===== src/rtl/key_debounce.sv =====
// Per-key pushbutton debouncer: two-flop synchronizer, stability counter, and
// registered one-cycle press/release pulses on accepted level changes.
module key_debounce #(
  parameter int unsigned NUM_KEYS        = 2,
  parameter int unsigned DEBOUNCE_CYCLES = 250000
) (
  input  logic                clk,
  input  logic                rst,
  input  logic [NUM_KEYS-1:0] key_n,
  output logic [NUM_KEYS-1:0] key,
  output logic [NUM_KEYS-1:0] key_press,
  output logic [NUM_KEYS-1:0] key_release
);

  localparam int unsigned CntW = $clog2(DEBOUNCE_CYCLES);
  localparam logic [CntW-1:0] CntMax = CntW'(DEBOUNCE_CYCLES - 1);

  logic [NUM_KEYS-1:0] sync1_q, sync2_q;
  logic [NUM_KEYS-1:0] sample;
  logic [NUM_KEYS-1:0] key_q, key_d;
  logic [NUM_KEYS-1:0] press_q, press_d;
  logic [NUM_KEYS-1:0] release_q, release_d;
  logic [CntW-1:0]     cnt_q [NUM_KEYS];
  logic [CntW-1:0]     cnt_d [NUM_KEYS];

  // Raw inputs are active-low; sample is the synchronized pressed level.
  assign sample = ~sync2_q;

  always_comb begin
    key_d     = key_q;
    press_d   = '0;
    release_d = '0;
    cnt_d     = cnt_q;
    for (int i = 0; i < int'(NUM_KEYS); i++) begin
      if (sample[i] == key_q[i]) begin
        // Any agreement with the accepted level discards partial progress.
        cnt_d[i] = '0;
      end else if (cnt_q[i] != CntMax) begin
        cnt_d[i] = cnt_q[i] + CntW'(1);
      end else begin
        cnt_d[i]     = '0;
        key_d[i]     = sample[i];
        press_d[i]   = sample[i];
        release_d[i] = ~sample[i];
      end
    end
  end

  always_ff @(posedge clk) begin
    if (rst) begin
      sync1_q   <= '1;
      sync2_q   <= '1;
      key_q     <= '0;
      press_q   <= '0;
      release_q <= '0;
      for (int i = 0; i < int'(NUM_KEYS); i++) begin
        cnt_q[i] <= '0;
      end
    end else begin
      sync1_q   <= key_n;
      sync2_q   <= sync1_q;
      key_q     <= key_d;
      press_q   <= press_d;
      release_q <= release_d;
      for (int i = 0; i < int'(NUM_KEYS); i++) begin
        cnt_q[i] <= cnt_d[i];
      end
    end
  end

  assign key         = key_q;
  assign key_press   = press_q;
  assign key_release = release_q;

endmodule


===== config.mk =====
export PLATFORM = sky130hd
export DESIGN_NAME = key_debounce
export DESIGN_NICKNAME = d
export VERILOG_FILES = /design/src/rtl/key_debounce.sv
export SDC_FILE = /design/constraint.sdc
export NUM_CORES = 1
export LEC_CHECK = 0
export CORE_MARGIN = 2
export CORE_UTILIZATION = 58
export CTS_BUF_LIST = sky130_fd_sc_hd__clkbuf_16
export DETAILED_ROUTE_END_ITERATION = 12
export PLACE_DENSITY = 0.8
export SLEW_MARGIN = 0
export SYNTH_ARGS = -nofsm -noshare
export SYNTH_HDL_FRONTEND = slang
export SYNTH_SLANG_ARGS = --single-unit
export TNS_END_PERCENT = 20

===== constraint.sdc =====
create_clock -name clk -period 1.95 [get_ports clk]
set_input_delay 0.39 -clock clk [delete_from_list [all_inputs] [get_ports clk]]
set_output_delay 0.39 -clock clk [all_outputs]
set_load 0.005 [all_outputs]

# Yosys cells after proc, flatten, opt, wreduce, memory -nomap -nowiden
# Cells that the tools add are included.
# classes
add_sub_neg,2
eq_ne,4
n_bitwise,7
reduce_logical,6
# op_table
operator,n
adder 18 x 1 -> 18 bit (second input constant),2
inequality test 18 bit (second input constant),2
OR reduction 3 bit,4
NOT 1 bit,6
AND reduction 2 bit,2
== test 1 bit,2
NOT 2 bit,1
# word_totals
ff_bits,46
in_bits,4
output_inout_bits,6
elab_cells,29

# Logic depth before layout (Yosys ltp)
# depth
ltp_word,4
depth_mapped,6
ltp_nobuf,5

# Least setup slack after synthesis
# OpenSTA, ideal clock, no wires.
# synth_path
path_type,register to register
from,reg cnt_q[18] (netlist name)
to,reg cnt_q[19] (netlist name)
setup_ps,115
arrival_time_ps,1520
required_ps,1835
slack_ps,314
stages_incl_launch_ff,6
path_buffers,0
synth_period_minus_slack_ps,1636
cell_sequence,dfxtp_1 -> ha_1 -> nand3_1 -> or3_4 -> or2_1 -> and3_1
# synth_via
elab_chain_cells,3
elab_cells_between_ends,4
cone_classes,1 x add/sub; 1 x eq/ne; 1 x bitwise; 1 x reduce/logical
# synth_rtl
element,line_no,text
from (decl),23,logic [CntW-1:0] cnt_q [NUM_KEYS];
"from (signal, indexed assignment)",66,cnt_q[i] <= cnt_d[i];
"parallel branches: the longest is 3 deep, another holds adder 18 x 1 -> 18 bit",--,
# Parallel ways; which one is timed is not known.
# A chain may end at the register's enable or synchronous reset.

# Worst setup path in the final report
# layout_path
from,reg cnt_q[18] (netlist name)
to,reg cnt_q[28] (netlist name)
# The elaborated chain is that of the path after synthesis.

==> results.yml <==
min_path:
  hold_path.class: "flop to flop"
  min_from: "sync1_q[1]"
synthesis:
  synth_cell_types: 37
  yosysSeqAreaShare_pct: 46.3
  ys_seq_elements: 46
  yosys_warnings: 0
  post_synth.cell_area_avg_um2: 9.08
  syn_nets: 225
  synth_cells: 219
  synthesis.area_um2: 1990
placement:
  place.gp.congestion: 0.875
  port_buffers: 9
  dpl.hpwl_um: 2700
sta:
  slew_headroom_pct: 71.3
  setup_viol: 0
  fin_hold_ws_ns: 0.414
  min_period_ns: 1.81
  hold_violations: 0
  slew_violations: 0
  rsz0062_at_grt: "no"
  worst_pin_slew_ns: 0.426
  fmax_mhz: 551
  post-route-period-util_pct: 93.0
  tns_ns: 0
  skew_ns: 0.00782
clock_network:
  cts_buffers: 5
  cts_tree: "done"
  hold_buffers: 0
  cts_setup_buffers: 0
  clock_sinks: 46
  clk_pin_slew_ns: 0.07
  htree_levels: 2
  cts_buffer_depth: 2
  insertion_delay_ns: 0.28
  cts-root-buf: "clkbuf_16"
  cts_resized: 0
worst_setup_path:
  critPathSlowestCell: "or3_4"
  worstSetupPathType: "flop to flop"
  critPathArrivalTime_ns: 1.98
  slowest_delay_ns: 0.43
  cp-startpoint: "cnt_q[18]"
  start_kind: "flop"
  r2r-start: "cnt_q[18]"
  crit_chain: "ha_1, nand3_1, or3_4, o21ai_4, buf_4, nor2_1"
  rrSetupSlack_ns: 0.14
  critical_path.endpoint_type: "flop"
  worstPathRequired_ns: 2.12
  crit_fanout: 7
pwr:
  power_density_nw_per_um2: 817
  vdd_drop_max_mv: 0.494
  leakage_nw: 0.723
global_route:
  antenna_found_initial: 0
  grt_util_all_layers_pct: 22.1
  grt_pass1_vias: 1565
  grt_start_max_net_pins: 17
  grt_pass1_wl_um: 6940
  gr-total-overflow: 0
route:
  vias: 1593
  post-route-drc-count: 0
  dr.pass1.iters: 4
  drtIter0Drc: 100
  finalWirelength_um: 3990
  antenna_left: 0
  vias_per_cell: 5.53
  wl_per_cell_um: 13.9
floorplanning:
  ioPinCount: 10
  start_util_pct: 60.1
  dieArea_um2: 3910
  core_area_um2: 3310
  chipHeight_um: 62.5
  dieWidth_um: 62.5
  num_rows: 21
final_layout:
  diodes: 0
  n_fill_cell: 248
  nNetsFinal: 247
  drive_gt1_share_pct: 12.4
  syn_to_final_growth_pct: 18.4
run:
  cap_violations: 0
outcome:
  outcome: "finished clean"
## final cells by class
class	count	area, um^2	area share [%]
well taps	46	57.6	2.45
repair buffers	18	158	6.70
inverters	4	15.0	0.638
clock inverters	3	41.3	1.75
clock buffers	5	125	5.32
multi-input cells	166	1040	44.0
flip-flops and latches	46	921	39.1
## critical path: cells and delay by family (launching register included)
kind / cells / cell delay [ns]
AOI/OAI and AO/OA: 1 / 0.23
adders and majority gates: 1 / 0.26
buffers and inverters: 1 / 0.19
DFF: 1 / 0.39
and+or+nand+nor: 3 / 0.63
## report_power, final
group / total (mW) / internal (mW) / switching, mW / leakage, nW
sequential: 0.948 / 0.944 / 0.00309 / 0.371
combinational: 0.0281 / 0.0146 / 0.0135 / 0.270
clock: 0.947 / 0.600 / 0.347 / 0.0812
total: 1.92 / 1.56 / 0.364 / 0.723
## path summary, 6_finish.rpt
kind                                    to  depth (start not counted)
worst max-delay path             cnt_q[28]                          6
worst min-delay path            sync2_q[1]                          1
worst max register to register   cnt_q[28]                          6
worst min register to register  sync2_q[1]                          1
## logic make-up after synthesis
logic type	count (synthesis)	synth area share, %
flops	46	46.3
xor+xnor	29	12.8
buf+inv	7	1.57
fa+ha+maj	2	1.26
simple gates	121	33.2
compound gates	14	4.91
## sequential cells by signal (all words and copies together) (netlist names)
register,count
key,2
key_press,2
key_release,2
sync2_q,2
cnt_q,36
sync1_q,2
## cells in the mapped netlist, drive strengths merged
library cell  instances  area share, %
nor2                 41            7.7
o21ai                 4            1.6
xor2                  8            3.5
nand4                12            4.4
and2                  2           0.63
nor2b                 1           0.31
nor4bb                1           0.50
o31ai                 2            1.0
nor3                  6            1.5
nand4bb               1           0.57
nor4b                 1           0.44
a21oi                 6            1.5
nand3                13            4.0
or2                   8            2.5
and4                  1           0.44
xnor2                21            9.3
or3                   6            2.4
nand2                11            2.1
or4b                  1           0.50
dfxtp                46             46
a211oi                1           0.38
ha                    2            1.3
nor4                 11            3.5
buf                   2           0.63
o41ai                 1           0.44
and3                  4            1.3
inv                   4           0.75
clkbuf                1           0.19
or4                   1           0.38
## through the flow
step                instance area [um^2]  utilization, %  std cells  power (mW)  setup WS [ns]
detailed placement                  2190            66.1        280       0.996          0.166
finish                              2350            71.1        288        1.92          0.136
global placement                    2190            66.1        280       0.996          0.245
CTS                                 2350            71.1        288        1.93          0.152
floorplan                           1990               -        219       0.982          0.314
global route                        2350            71.1        288        1.97         0.0249
## metal layers
metal / global-route usage [%] / share of wire, %
met5: 0 / 0
met4: 7.78 / 1.1
met3: 4.32 / 2.9
met2: 36.8 / 48
met1: 28.5 / 48
## layout by cell type (no fill, tap or decap), drive strengths merged, types with 8 or more instances in the layout
cell type / Yosys / routed
nor2: 41 / 41
xnor2: 21 / 21
xor2: 8 / 8
nand3: 13 / 13
dfxtp: 46 / 46
nand4: 12 / 12
nand2: 11 / 11
nor4: 11 / 11
clkdlybuf4s50: 0 / 9
buf: 2 / 9
or2: 8 / 8
No activity file was read; power rests on OpenSTA's default activity.
